$ cat config.mk
export PLATFORM = sky130hd
export DESIGN_NAME = ct_serializer
export DESIGN_NICKNAME = d
export VERILOG_FILES = /design/src/rtl/aes_pkg.sv /design/src/rtl/ct_beat_counter.sv /design/src/rtl/ct_serializer.sv
export SDC_FILE = /design/constraint.sdc
export NUM_CORES = 1
export LEC_CHECK = 0
export CAP_MARGIN = 20
export CORE_AREA = 2 2 153 155
export DETAILED_ROUTE_END_ITERATION = 6
export DIE_AREA = 0 0 155 157
export PLACE_DENSITY = 0.8
export SYNTH_ARGS = -nofsm -noshare
export SYNTH_HDL_FRONTEND = slang
export SYNTH_SLANG_ARGS = --single-unit
$ cat constraint.sdc
create_clock -name clk -period 4.3 [get_ports clk]
set_input_delay 0.645 -clock clk [delete_from_list [all_inputs] [get_ports clk]]
set_output_delay 0.645 -clock clk [all_outputs]
set_load 0.02 [all_outputs]
$ cat src/rtl/aes_pkg.sv
// Shared constants and types for the ciphertext serializer.
// The beat count and holding-register width depend on whether the shares are
// recombined at capture. Set the build macro CT_UNMASK_EN to enable that
// (8 beats, 128-bit holding register). Leave it undefined for the default
// masked datapath (16 beats, 256-bit holding register).
package aes_pkg;

  localparam int NBYTES  = 16;
  localparam int SHARE_W = 8;
  localparam int BEAT_W  = 2 * SHARE_W;
  localparam int STATE_W = 2 * NBYTES * SHARE_W;
  localparam int CNT_W   = 4;

`ifdef CT_UNMASK_EN
  localparam int CT_BEATS = NBYTES / 2;
  localparam int HOLD_W   = NBYTES * SHARE_W;
`else
  localparam int CT_BEATS = NBYTES;
  localparam int HOLD_W   = STATE_W;
`endif

  typedef enum logic {
    IDLE = 1'b0,
    SEND = 1'b1
  } state_t;

endpackage

$ cat src/rtl/ct_beat_counter.sv
// Beat index for the ciphertext stream.
// Ports:
//   clk, rst_n : clock and async active-low reset
//   en         : advance by one (one accepted beat)
//   cnt        : current beat index
//   tc         : cnt is on the final beat of the block
// When enabled on the terminal count, the counter returns to 0. No other path wraps it.
module ct_beat_counter
  import aes_pkg::*;
(
  input  logic             clk,
  input  logic             rst_n,
  input  logic             en,
  output logic [CNT_W-1:0] cnt,
  output logic             tc
);

  localparam logic [CNT_W-1:0] LAST = CNT_W'(CT_BEATS - 1);

  assign tc = (cnt == LAST);

  always_ff @(posedge clk or negedge rst_n) begin
    if (!rst_n) begin
      cnt <= '0;
    end else if (en) begin
      cnt <= tc ? '0 : cnt + 1'b1;
    end
  end

endmodule

$ cat src/rtl/ct_serializer.sv
// Captures the final two-share AES state in one cycle and streams it out one
// beat per valid/ready handshake. The holding register is zeroized after the
// last beat is accepted.
// Build macro: CT_UNMASK_EN recombines the shares at capture and sends 8 beats
// of {u(2j), u(2j+1)}. When it is undefined, 16 beats of {share1 byte i, share0 byte i} are sent.
// Ports:
//   clk, rst_n : clock and async active-low reset
//   load       : one-cycle capture request for state_in
//   state_in   : [255:128] share1 b0..b15, [127:0] share0 b0..b15, MSB-first
//   out_data   : beat payload
//   out_valid  : payload valid
//   out_ready  : sink accepts the beat
//   out_last   : final beat of the block
//   busy       : block held and not yet drained
//   load_drop  : pulse, a load was refused on the previous cycle
//
// state | meaning
// IDLE  | nothing held, holding register zero, out_valid low
// SEND  | block held, presenting beat cnt
module ct_serializer
  import aes_pkg::*;
(
  input  logic               clk,
  input  logic               rst_n,
  input  logic               load,
  input  logic [STATE_W-1:0] state_in,
  output logic [BEAT_W-1:0]  out_data,
  output logic               out_valid,
  input  logic               out_ready,
  output logic               out_last,
  output logic               busy,
  output logic               load_drop
);

  state_t             state, state_nxt;
  logic [HOLD_W-1:0]  hold;
  logic [HOLD_W-1:0]  captured;
  logic [CNT_W-1:0]   cnt;
  logic               tc;
  logic               handshake;
  logic               last_hs;
  logic               load_acc;

  assign out_valid = (state == SEND);
  assign busy      = out_valid;
  assign out_last  = out_valid && tc;
  assign handshake = out_valid && out_ready;
  assign last_hs   = handshake && tc;
  // A reload is taken on the final handshake, so back-to-back blocks have no bubble.
  assign load_acc  = load && ((state == IDLE) || last_hs);

  ct_beat_counter u_cnt (
    .clk   (clk),
    .rst_n (rst_n),
    .en    (handshake),
    .cnt   (cnt),
    .tc    (tc)
  );

`ifdef CT_UNMASK_EN
  logic [BEAT_W-1:0] words [CT_BEATS];

  for (genvar k = 0; k < NBYTES; k++) begin : g_cap
    assign captured[HOLD_W-1-k*SHARE_W -: SHARE_W] =
      state_in[STATE_W-1-k*SHARE_W -: SHARE_W] ^ state_in[HOLD_W-1-k*SHARE_W -: SHARE_W];
  end

  for (genvar j = 0; j < CT_BEATS; j++) begin : g_words
    assign words[j] = hold[HOLD_W-1-j*BEAT_W -: BEAT_W];
  end

  assign out_data = words[cnt[2:0]];
`else
  logic [SHARE_W-1:0] sh1 [NBYTES];
  logic [SHARE_W-1:0] sh0 [NBYTES];

  assign captured = state_in;

  for (genvar i = 0; i < NBYTES; i++) begin : g_bytes
    assign sh1[i] = hold[STATE_W-1-i*SHARE_W -: SHARE_W];
    assign sh0[i] = hold[STATE_W/2-1-i*SHARE_W -: SHARE_W];
  end

  assign out_data = {sh1[cnt], sh0[cnt]};
`endif

  always_comb begin
    state_nxt = state;
    case (state)
      IDLE:    if (load) state_nxt = SEND;
      SEND:    if (last_hs) state_nxt = load ? SEND : IDLE;
      default: state_nxt = IDLE;
    endcase
  end

  always_ff @(posedge clk or negedge rst_n) begin
    if (!rst_n) begin
      state     <= IDLE;
      hold      <= '0;
      load_drop <= 1'b0;
    end else begin
      state     <= state_nxt;
      load_drop <= load && !load_acc;
      if (load_acc) begin
        hold <= captured;
      end else if (last_hs) begin
        hold <= '0;
      end
    end
  end

endmodule
==> run metrics <==
starting density of the core=49.74%; post-CTS setup buffer count=0; # port buffers=279; Worst R2R Start=u_cnt.cnt[0]$_DFFE_PN0N_; P per Cell Area=716.5 nW/um^2; global route overflow=0; max_slew headroom=26.90%; CTS sink cnt=262; via count of the first global-routing pass=8487; fmax=256.1 MHz; hold_buf cts=0; Synth top area share=58.57%; clk buf depth=3; remaining antenna violation count after routing=0; layout cell share with drive strength beyond 1=12.86%; Hold Vio Cnt, Final=0; Avg Vias per Cell=6.205; Total Wirelength=31550 um; sequential standard cell area=6564 sq um; CP arrival=3260 ps; highest fanout seen on the critical path=24; biggest area consumer among synthesized cells=dfrtp_1; R2R Path End=hold[45]$_DFFE_PN0P_; RePlAce Congestion=0.8706; cts repair resizes=0; Slowest-stage cell, CP=dfrtp_4; skew final=11.64 ps; Yosys reg bits=262; Vias=8035; DIE WIDTH=155 um; Synth async-reset ratio=100.0%; crit path kind=flop to primary output; total track usage=25.89%; Post-DP HPWL=21170 um; RSZ-0062 raised after global routing=no; Slew @ Worst Pin=1096 ps; worst-case reg-to-reg path depth=6; outcome=complete, no violations; number of antenna violations at the first check in global routing=6; top_reg_cell synth=dfrtp_1; Layout area overhead=34.82%; Core Area=22500 sq um; Worst Setup End Kind=primary output; fin crit share=90.82%; H-tree depth=1; setup violators final=0; row cnt=55; final core utilization=67.06%; filler cell count=1588; drt wl/cell=24.36 um; Cell variety after synth=29; CP max stage delay=760 ps; register area share after synthesis=58.57%; IO Pins=280; Die Y=157 um; reg2reg setup slack=1110 ps; total power draw=10.81 mW; nets=1243; LEAKAGE=6.874 nW; first-pass GRT wire length=48420 um; post-route minimum period=3905 ps; CTS tree=yes; cell count after synthesis=733; crit-path cells=buf_4 -> mux4_1 -> a22oi_1 -> nand2_1 -> clkdlybuf4s50_1; DIE AREA=24340 sq um; Residual DRC=0; Num CTS Buffers=28; post-synthesis cell area=11190 sq um; initial DRC count=667; critical path startpoint category=flop; area of the multi-input gates=4195 sq um; worst min path class=primary input to async pin; Slew Limit Fails=0; largest net degree at the start of global routing=176; Peak supply drop=356.5 uV; drt pass-1 iters=5; setup tns final=0 ps; CTS Root Cell=clkbuf_16; maxcap violations=0; Synth Warn #=0; Clock Latency Late Sink=530 ps; ranking of synthesized cells by area=dfrtp_1 59%, a22o_1 20%, mux4_2 11%, buf_2 2.2%, a22oi_1 2.1%; critical path data required time=3650 ps; syn_area_per_cell=15.27 sq um; Post-synth EDFFs=0; Worst-path clk slew=70 ps; Syn Nets=994
[synthesized netlist by cell type (2+ instances only)]
cell / count
nor2_1: 2
mux4_1: 8
nand2_1: 20
nor2b_1: 2
clkbuf_1: 9
dfrtp_1: 262
nand3_1: 2
a22oi_1: 32
buf_12: 2
buf_6: 5
buf_1: 5
mux4_4: 3
buf_4: 7
mux4_2: 53
buf_2: 50
a22o_1: 256
mux2_2: 2
a21oi_1: 2
[how the worst max path moves through the flow]
| stage | startpoint | endpoint | slack [ps] | cells after the start |
|---|---|---|---|---|
| 2_1_floorplan | u_cnt.cnt[0]$_DFFE_PN0N_ | out_data[0] | 2060 | 5 |
| 3_3_place_gp | u_cnt.cnt[0]$_DFFE_PN0N_ | out_data[12] | 930 | 5 |
| 3_5_place_dp | u_cnt.cnt[0]$_DFFE_PN0N_ | out_data[12] | 890 | 5 |
| 4_1_cts | u_cnt.cnt[0]$_DFFE_PN0N_ | out_data[12] | 330 | 5 |
| 5_1_grt | u_cnt.cnt[0]$_DFFE_PN0N_ | out_data[12] | 160 | 5 |
| 6_report | u_cnt.cnt[0]$_DFFE_PN0N_ | out_data[12] | 390 | 5 |
[state kept, by name (all words and copies together) (netlist names)]
signal     flops
busy           1
u_cnt.cnt      4
load_drop      1
hold         256
[logic make-up (layout without fill, tap and decap cells)]
group | Yosys count | in the layout | synth area share (%)
AO/OA/AOI/OAI | 294 | 294 | 22.51
flip-flops | 262 | 262 | 58.57
buffers and inverters | 80 | 350 | 4.203
multiplexers | 66 | 66 | 13.41
AND/OR/NAND/NOR | 29 | 29 | 1.107
adder cells (fa/ha/maj) | 1 | 1 | 0.1118
XOR/XNOR | 1 | 1 | 0.07826
other | 0 | 7 | 0
[layout by cell type, fill, tap and decap left out, types with 2 or more instances in the layout]
cell type        count
a22oi_1             32
dfrtp_1            260
buf_12               4
mux4_1               8
clkbuf_16           29
nand3_1              2
clkbuf_8             3
nand2_1             20
clkbuf_1             4
a22o_1             256
clkinv_2             9
clkdlybuf4s50_1    278
bufinv_16            4
diode_2              7
nor2_1               2
mux4_4               3
buf_4               15
mux4_2              53
dfrtp_4              2
[metrics by stage]
stage	setup slack, ps	area (sq um)	hold WS [ps]	cells
after floorplan	2057	11190	349.4	733
after global placement	928.6	14110	475.0	1237
after detailed placement	891.9	14110	477.6	1237
after CTS	326.8	15070	275.8	1288
after global routing	157.1	15090	310.4	1293
final	394.9	15090	235.0	1295
[metal layers]
metal	vias to the layer above	global-route usage (%)	part of all wire, %
li1	3478	-	-
met1	4109	36.79	42
met2	372	39.28	47
met3	76	5.231	7.2
met4	0	11.16	4.3
met5	-	0	0
[worst max-delay path, delay by kind of cell (launching register included)]
kind	cells	cell delay, ps
flops	1	760
compound gates	1	340
simple gates	1	120
buf+inv	2	900
mux	1	620
[cell type report]
type	instances	area share, %
Sequential cell	262	43.50
Multi-Input combinational cell	391	27.80
Timing Repair Buffer	298	19.82
Clock buffer	36	5.182
Tap cell	285	2.363
Clock inverter	15	1.202
Antenna cell	7	0.1161
Inverter	1	0.02487
[power by group]
group | switching, mW | total, mW | internal [mW]
registers | 0.858 | 4.52 | 3.66
clock network | 0.978 | 2.50 | 1.52
logic | 1.49 | 3.80 | 2.31
total | 3.32 | 10.8 | 7.49
No activity file was read; power rests on OpenSTA's default activity.
